### src/rtl/param_yavas_sayac_pkg.sv
// Shared encodings for the slow step counter: overflow mode and count direction.
package sayac_pkg;

  localparam logic MOD_DOYUM  = 1'b0;
  localparam logic MOD_SARMA  = 1'b1;
  localparam logic YON_ASAGI  = 1'b0;
  localparam logic YON_YUKARI = 1'b1;

  typedef struct packed {
    logic ust_sinir;
    logic alt_sinir;
    logic tasma;
  } durum_t;

endpackage

### src/rtl/param_yavas_sayac_if.sv
// Control/status bundle of the slow step counter; the user side is master.
interface param_yavas_sayac_if #(
  parameter int WIDTH  = 6,
  parameter int STEP_W = 3
);
  logic              etkin;
  logic              sayma_yonu;
  logic [STEP_W-1:0] sayma_miktari;
  logic              tasma_modu;
  logic [WIDTH-1:0]  ust_limit;
  logic              yukle;
  logic [WIDTH-1:0]  yukle_deger;
  logic [WIDTH-1:0]  sayac_out;
  logic              tik;
  logic              ust_sinir;
  logic              alt_sinir;
  logic              tasma;

  modport master (
    output etkin, sayma_yonu, sayma_miktari, tasma_modu, ust_limit, yukle, yukle_deger,
    input  sayac_out, tik, ust_sinir, alt_sinir, tasma
  );

  modport slave (
    input  etkin, sayma_yonu, sayma_miktari, tasma_modu, ust_limit, yukle, yukle_deger,
    output sayac_out, tik, ust_sinir, alt_sinir, tasma
  );
endinterface

### src/rtl/param_yavas_sayac_tik_uretici.sv
// Prescaler: one tik_en per DIV enabled clocks; temizle restarts the period.
module tik_uretici #(
  parameter int DIV = 5
) (
  input  logic clk,
  input  logic sifirlama,
  input  logic etkin,
  input  logic temizle,
  output logic tik_en
);
  localparam int PW = (DIV > 1) ? $clog2(DIV) : 1;
  localparam logic [PW-1:0] SON = PW'(DIV - 1);

  logic [PW-1:0] bolen_q;

  // A clear on the same edge wins, so no tick leaks out of a load cycle.
  assign tik_en = etkin && !temizle && (bolen_q == SON);

  always_ff @(posedge clk or posedge sifirlama) begin
    if (sifirlama) begin
      bolen_q <= '0;
    end else if (temizle || tik_en) begin
      bolen_q <= '0;
    end else if (etkin) begin
      bolen_q <= bolen_q + PW'(1);
    end
  end
endmodule

### src/rtl/param_yavas_sayac.sv
// Slow up/down step counter with programmable limit, saturate/wrap modes and status strobes.
module param_yavas_sayac
  import sayac_pkg::*;
#(
  parameter int WIDTH  = 6,
  parameter int STEP_W = 3,
  parameter int DIV    = 5
) (
  input  logic clk,
  input  logic sifirlama,
  param_yavas_sayac_if.slave bus
);
  localparam int AW = WIDTH + 1;

  logic             tik_en;
  logic [WIDTH-1:0] sayac_q;
  logic             tik_q;
  durum_t           durum_q;

  logic [AW-1:0]    c, m, lim, lim1, toplam;
  logic             sarma_gecerli;
  logic [WIDTH-1:0] sonuc;
  durum_t           durum_d;
  logic [WIDTH-1:0] yukle_sonuc;

  tik_uretici #(.DIV(DIV)) u_tik_uretici (
    .clk       (clk),
    .sifirlama (sifirlama),
    .etkin     (bus.etkin),
    .temizle   (bus.yukle),
    .tik_en    (tik_en)
  );

  always_comb begin
    c      = {1'b0, sayac_q};
    m      = AW'(bus.sayma_miktari);
    lim    = {1'b0, bus.ust_limit};
    lim1   = lim + AW'(1);
    toplam = c + m;
    // Steps larger than the modulus cannot wrap meaningfully; they clamp instead.
    sarma_gecerli = (bus.tasma_modu == MOD_SARMA) && (m <= lim1);
    sonuc   = sayac_q;
    durum_d = '0;

    if (c > lim) begin
      sonuc             = bus.ust_limit;
      durum_d.ust_sinir = 1'b1;
    end else if (bus.sayma_yonu == YON_YUKARI) begin
      if (toplam > lim) begin
        if (sarma_gecerli) begin
          sonuc         = WIDTH'(toplam - lim1);
          durum_d.tasma = 1'b1;
        end else begin
          sonuc             = bus.ust_limit;
          durum_d.ust_sinir = 1'b1;
        end
      end else begin
        sonuc = WIDTH'(toplam);
      end
    end else begin
      if (m > c) begin
        if (sarma_gecerli) begin
          sonuc         = WIDTH'(c + lim1 - m);
          durum_d.tasma = 1'b1;
        end else begin
          sonuc             = '0;
          durum_d.alt_sinir = 1'b1;
        end
      end else begin
        sonuc = WIDTH'(c - m);
      end
    end

    yukle_sonuc = (bus.yukle_deger > bus.ust_limit) ? bus.ust_limit : bus.yukle_deger;
  end

  always_ff @(posedge clk or posedge sifirlama) begin
    if (sifirlama) begin
      sayac_q <= '0;
      tik_q   <= 1'b0;
      durum_q <= '0;
    end else begin
      tik_q   <= 1'b0;
      durum_q <= '0;
      if (bus.yukle) begin
        sayac_q <= yukle_sonuc;
      end else if (tik_en) begin
        sayac_q <= sonuc;
        tik_q   <= 1'b1;
        durum_q <= durum_d;
      end
    end
  end

  assign bus.sayac_out = sayac_q;
  assign bus.tik       = tik_q;
  assign bus.ust_sinir = durum_q.ust_sinir;
  assign bus.alt_sinir = durum_q.alt_sinir;
  assign bus.tasma     = durum_q.tasma;
endmodule

### src/flat_wrapper.sv
// flat-port wrapper written by rule: the top's interface ports become plain ports
module param_yavas_sayac_flat import sayac_pkg::*;
#(
  parameter int WIDTH  = 6,
  parameter int STEP_W = 3,
  parameter int DIV    = 5
)
  (clk, sifirlama, bus_etkin, bus_sayma_yonu, bus_sayma_miktari, bus_tasma_modu, bus_ust_limit, bus_yukle, bus_yukle_deger, bus_sayac_out, bus_tik, bus_ust_sinir, bus_alt_sinir, bus_tasma);
  param_yavas_sayac_if #(.WIDTH(WIDTH), .STEP_W(STEP_W)) bus_i ();
  input  logic clk;
  input  logic sifirlama;
  input wire logic [$bits(bus_i.etkin)-1:0] bus_etkin;
  input wire logic [$bits(bus_i.sayma_yonu)-1:0] bus_sayma_yonu;
  input wire logic [$bits(bus_i.sayma_miktari)-1:0] bus_sayma_miktari;
  input wire logic [$bits(bus_i.tasma_modu)-1:0] bus_tasma_modu;
  input wire logic [$bits(bus_i.ust_limit)-1:0] bus_ust_limit;
  input wire logic [$bits(bus_i.yukle)-1:0] bus_yukle;
  input wire logic [$bits(bus_i.yukle_deger)-1:0] bus_yukle_deger;
  output wire logic [$bits(bus_i.sayac_out)-1:0] bus_sayac_out;
  output wire logic [$bits(bus_i.tik)-1:0] bus_tik;
  output wire logic [$bits(bus_i.ust_sinir)-1:0] bus_ust_sinir;
  output wire logic [$bits(bus_i.alt_sinir)-1:0] bus_alt_sinir;
  output wire logic [$bits(bus_i.tasma)-1:0] bus_tasma;
  assign bus_i.etkin = bus_etkin;
  assign bus_i.sayma_yonu = bus_sayma_yonu;
  assign bus_i.sayma_miktari = bus_sayma_miktari;
  assign bus_i.tasma_modu = bus_tasma_modu;
  assign bus_i.ust_limit = bus_ust_limit;
  assign bus_i.yukle = bus_yukle;
  assign bus_i.yukle_deger = bus_yukle_deger;
  assign bus_sayac_out = bus_i.sayac_out;
  assign bus_tik = bus_i.tik;
  assign bus_ust_sinir = bus_i.ust_sinir;
  assign bus_alt_sinir = bus_i.alt_sinir;
  assign bus_tasma = bus_i.tasma;
  param_yavas_sayac #(.WIDTH(WIDTH), .STEP_W(STEP_W), .DIV(DIV)) u_core (.clk(clk), .sifirlama(sifirlama), .bus(bus_i));
endmodule
### config.mk
export PLATFORM = sky130hd
export DESIGN_NAME = param_yavas_sayac_flat
export DESIGN_NICKNAME = d
export VERILOG_FILES = /design/src/rtl/param_yavas_sayac_pkg.sv /design/src/rtl/param_yavas_sayac_if.sv /design/src/rtl/param_yavas_sayac_tik_uretici.sv /design/src/rtl/param_yavas_sayac.sv /design/src/flat_wrapper.sv
export SDC_FILE = /design/constraint.sdc
export NUM_CORES = 1
export LEC_CHECK = 0
export ABC_AREA = 1
export ABC_CLOCK_PERIOD_IN_PS = 3250
export BUFFER_PORTS_ARGS = -buffer_cell sky130_fd_sc_hd__buf_2
export CELL_PAD_IN_SITES_DETAIL_PLACEMENT = 0
export CELL_PAD_IN_SITES_GLOBAL_PLACEMENT = 1
export CORE_MARGIN = 5
export CORE_UTILIZATION = 35
export CTS_BUF_LIST = sky130_fd_sc_hd__clkbuf_4 sky130_fd_sc_hd__clkbuf_8
export DETAILED_ROUTE_END_ITERATION = 10
export GPL_ROUTABILITY_DRIVEN = 1
export PLACE_DENSITY = 0.77
export SKIP_LAST_GASP = 1
export SYNTH_ARGS = -nofsm -noshare
export SYNTH_HDL_FRONTEND = slang
export SYNTH_SLANG_ARGS = --single-unit
### constraint.sdc
create_clock -name clk -period 3.25 [get_ports clk]
set_input_delay 0 -clock clk [delete_from_list [all_inputs] [get_ports clk]]
set_output_delay 0 -clock clk [all_outputs]
set_load 0.03 [all_outputs]
-- Word level (Yosys, flattened, before mapping)
Index checks and enable logic that the tools add are counted.
- add/subtract/negate cells: 7
- magnitude comparators: 5
- equality and inequality tests: 1
- muxes and demuxes: 25
- reductions and logical operators: 7
- operators with widths (operator ; number):
    6-bit two-way mux ; 9
    6-bit greater-than comparator ; 2
    3-bit two-way mux ; 4
    6-bit by 3-bit subtractor with 6-bit output ; 2
    1-bit two-way mux ; 10
    6-bit by 1-bit adder with 7-bit output, second input constant ; 1
    6-bit by 3-bit adder with 7-bit output ; 1
    7-bit by 6-bit greater-than comparator with 1-bit output ; 1
    3-bit by 7-bit less-or-equal comparator with 1-bit output ; 1
    6-bit adder ; 1
    3-bit by 6-bit greater-than comparator with 1-bit output ; 1
    6-bit subtractor ; 1
    2-bit two-way mux ; 2
    2-bit nonzero test ; 2
    3-bit by 1-bit adder with 3-bit output, second input constant ; 1
    3-bit equality test, second input constant ; 1
    1-bit logical AND ; 3
    1-bit zero test ; 1
    1-bit logical OR ; 1
- flip-flop bits (word level): 13
- output and inout port bits: 10

-- Depth between registers and ports, before layout
- depth after elaboration: 9
- depth in mapped cells: 21
- mapped depth without buffers: 21

-- Modules after synthesis
Synthesis repeated with hierarchy kept, for this count alone.
- cell total of the unflattened synthesis: 365
- area total of the unflattened synthesis: 2508.7 um2
- modules (own cells, without submodules) (module ; times used ; cells an instance ; area an instance (um2) ; seq. area each (um2)):
    param_yavas_sayac ; 1 ; 340 ; 2317.2 ; 250.2
    tik_uretici ; 1 ; 25 ; 191.4 ; 75.1

-- Worst setup path before layout
Ideal clock, no wire load.
- path type: register to register
- start: reg u_core.sayac_q[0], in the netlist u_core.bus.sayac_out[0]
- end: reg u_core.sayac_q[2], in the netlist u_core.bus.sayac_out[2]
- setup time: 0.077 ns
- arrival time: 2.756 ns
- required time: 3.173 ns
- setup slack: 0.416 ns
- cell stages (with the launch flop): 18
- clock period less this slack: 2.834 ns
- path through: dfrtp_1 ha_1 fa_1 nand2_1 nand2_1 nand2_1 xor2_1 inv_1 ha_1 nand2_1 nor3_1 nand2_1 a21boi_2 nand3_2 nand2_1 a21oi_1 nand2_1 a21oi_1
- longest elaborated chain between the ends: 8
- elaborated cells on any way between the ends: 16
- ends and longest elaborated chain (element ; RTL line ; text):
    from (decl) ; param_yavas_sayac.sv:16 ; logic [WIDTH-1:0] sayac_q;
    from (signal assigned) ; param_yavas_sayac.sv:86 ; sayac_q <= yukle_sonuc;
    from (signal assigned) ; param_yavas_sayac.sv:88 ; sayac_q <= sonuc;
    6-bit adder or 6-bit by 3-bit adder with 7-bit output (tied branches) ; param_yavas_sayac.sv:63, param_yavas_sayac.sv:39 ;
    6-bit by 3-bit subtractor with 6-bit output or 6-bit subtractor (tied branches) ; param_yavas_sayac.sv:63, param_yavas_sayac.sv:51 ;
    6-bit two-way mux (on tied branches) ; param_yavas_sayac.sv:62, param_yavas_sayac.sv:50 ;
    6-bit two-way mux (on tied branches) ; param_yavas_sayac.sv:61, param_yavas_sayac.sv:49 ;
    6-bit two-way mux ; param_yavas_sayac.sv:48 ; end else if (bus.sayma_yonu == YON_YUKARI) begin
    6-bit two-way mux (*) ; param_yavas_sayac.sv:45 ; if (c > lim) begin
    6-bit two-way mux (*) ; param_yavas_sayac.sv:87 ; end else if (tik_en) begin
    6-bit two-way mux (*) ; param_yavas_sayac.sv:85 ; if (bus.yukle) begin
Mark *: on every way between the ends. The rest lies on a longest branch, timed or not. The select of a mux whose other input is x is not followed.
A chain may end at the register's enable or synchronous reset.

-- Worst setup path after layout
Ends and elaborated chain as after synthesis.

==> out/results.ini <==
[status]
outcome=finished clean

[logic_synthesis]
synth_edf_count=0
ys_seq_area_frac=0.133
synth.top_cells.by_count=86 x nand2_1, 53 x inv_1, 45 x ha_1
syn_nets=433
yosysMostFrequentCell=nand2_1
synth-main-ff-cell=dfrtp_1
synth_area_leader_cell=ha_1
synth_cell_types=33
syn-cell-area_mm2=0.00244
postSynthCellCount=361
synth_area_leaders=ha_1 23%, dfrtp_1 13%, nand2_1 13%
async_flop_share=1.00
ys_warn_count=0
ys_ff_latch=13
syn_avg_cell_area_um2=6.75
synth_top_area_share=0.231

[sta]
fmax_mhz=332
slew_headroom=0.615
slew_viol_final=0
hold_viol=0
min_period_ns=3.01
tns_ns=0
fin_skew_ns=0.00664
worst-slew-pin-transition_ns=0.577
period_share=0.927
rsz0062_at_grt=yes
setup_viol_count_final=0

[detailed_routing]
dr_wl_met3_um=282
wl_per_cell_um=14.1
drc_errors=0
vias=2361
wl_met1_um=3160
routed_wl_um=6900
wl_met2_um=3380
maxUsedRoutingLayer=met4
drt-vias-per-instance=4.81
ant_nets=0
drtIter0Drc=166
drtPass1Iterations=5

[grt]
grt_start_max_net_pins=14
gr-usage-all-layers=0.163
grt_pass1_vias=2123
overflow=0
grt_pass1_wl_um=11100
antenna_found_initial=0

[power]
combinationalPowerShare=0.712
power_mw=1.28
p_leak_nw=1.49
netSwitchingFraction=0.519
p_sw_uw=666
pwr-share-clk=0.122
p_int_uw=617
vdd.ir_drop.worst_mv=0.157
p_per_area_mw_per_mm2=464
p_seq_frac=0.166

[clocking]
clk_pin_slew_ns=0.06
cts_tree=built
root_buffer=clkbuf_8
cts_buffer_depth=2
clock_latency_ns=0.25
numCtsBuffers=3
numClockSinks=13
cts_max_level=1

[floorplanning]
die_area_mm2=0.00873
core_area_mm2=0.00679
ios=31
die_w_um=93.5
die_h_um=93.5
start_util=0.359
num_rows=30

[setup_path]
crit_chain=ha_1 > fa_1 > nand2_1 > nand2_1 > nand2_1 > xor2_1 > inv_1 > ha_1 > nand2_1 > nand2_1 > a21oi_1 > and2_1 > nand2_1 > nand2_2 > nor2_2 > nand2_1 > nand2_1 > nand3_1 > nand2_1 > a21oi_1
worstSetupEndpointType=flip-flop
crit_family=simple AND/OR/NAND/NOR gates
worstPathRequired_ns=3.42
crit_slowest_cell=dfrtp_1
worstPathMaxFanout=7
cp_common_cell=nand2_1
cp_num_buf_inv=1
critical_path.startpoint_type=flip-flop
critPathKind=reg -> reg
worstPathArrival_ns=3.18
cp-startpoint=u_core.bus.sayac_out[0]$_DFFE_PP0N_
reg2reg_from=u_core.bus.sayac_out[0]$_DFFE_PP0N_
critPathMaxStageDelay_ns=0.41

[layout]
drive_above_1_share=0.147
multi_input_area_mm2=0.00188
n_antenna_cell=0
synthToLayoutAreaGrowth_pct=13.5
nFillCells=714
ff_latch_area_um2=325
fin_nets=468

[min_path]
hold_class=in -> reg
min_from=bus_ust_limit[4]

[place]
gp_congestion=0.848
io_buffer_count=30
post-dp-hpwl_um=5870

[run]
maxCapViolCount=0

layout by cell type (no fill, tap or decap), drive strengths merged, types with 6 or more instances in the layout:
cell    n
nand2  90
inv    58
ha     45
buf    31
a21oi  31
nor2   30
nand3  27
o21ai  25
dfrtp  13
xor2    8
fa      6
cells by family (layout without fill, tap and decap cells):
logic type | Yosys count | in the layout | share of synthesized area
AND/OR/NAND/NOR | 158 | 158 | 0.293
buffers and inverters | 63 | 97 | 0.100
flip-flops | 13 | 13 | 0.133
adder cells (fa/ha/maj) | 51 | 51 | 0.280
AO/OA/AOI/OAI | 63 | 63 | 0.146
XOR/XNOR | 13 | 13 | 0.0467
final cells by class:
class	count	share of cell area
Sequential cell	13	0.118
Timing Repair Buffer	32	0.0606
Clock buffer	4	0.0176
Inverter	61	0.0828
Tap cell	96	0.0434
Multi-Input combinational cell	285	0.678
power groups by stage:
stage          registers [mW]  clock network, mW  logic (mW)
6_report                0.213              0.156       0.914
5_1_grt                 0.217              0.171        1.04
4_1_cts                 0.213              0.166       0.907
3_5_place_dp            0.216                  0       0.900
3_3_place_gp            0.217                  0       0.905
2_1_floorplan           0.232                  0       0.658
worst min-delay path: cells and delay by family:
kind | cells | cell delay [ns]
buf+inv | 1 | 0.11
simple gates | 2 | 0.13
registers in the layout (all words and copies together) (netlist names):
name,cells
u_core.u_tik_uretici.bolen_q,3
u_core.bus.tasma,1
u_core.bus.alt_sinir,1
u_core.bus.sayac_out,6
u_core.bus.tik,1
u_core.bus.ust_sinir,1
final timing paths:
check                      slack, ns  depth (start not counted)                                     endpoint
setup / recovery                0.24                         20          u_core.bus.sayac_out[2]$_DFFE_PP0N_
hold / removal                  0.04                          3          u_core.bus.sayac_out[4]$_DFFE_PP0N_
setup reg to reg                0.24                         20          u_core.bus.sayac_out[2]$_DFFE_PP0N_
hold reg to reg                 0.57                          2  u_core.u_tik_uretici.bolen_q[1]$_DFFE_PP0P_
max in group asynchronous       2.51                          3          u_core.bus.sayac_out[3]$_DFFE_PP0N_
min in group asynchronous       0.35                          3          u_core.bus.sayac_out[0]$_DFFE_PP0N_
per-stage QoR:
step / hold WS [ns] / worst slack (ns) / std cells / utilization / instance area, µm²
after floorplan: -0.123 / 0.416 / 361 / - / 2440
after global placement: 0.0919 / 0.332 / 486 / 0.397 / 2700
after detailed placement: 0.0914 / 0.304 / 486 / 0.397 / 2700
after CTS: 0.0331 / 0.265 / 491 / 0.406 / 2760
after global routing: 0.0519 / -0.0466 / 491 / 0.407 / 2770
final: 0.0407 / 0.237 / 491 / 0.407 / 2770
what timing repair did:
item / 4_1_cts / 5_1_grt
setup buffers: 0 / 0
setup endpoints to repair: 0 / 1
endpoints found under the hold margin: 13 / 0
resized for setup: 0 / 1
hold buffers: 1 / 0
metal layers:
layer / global-route usage / vias up
met5: 0 / -
met4: 0.0305 / 0
met3: 0.0225 / 6
met2: 0.283 / 64
met1: 0.215 / 1048
li1: - / 1243
Note: power is estimated with default switching activity, not from simulation.
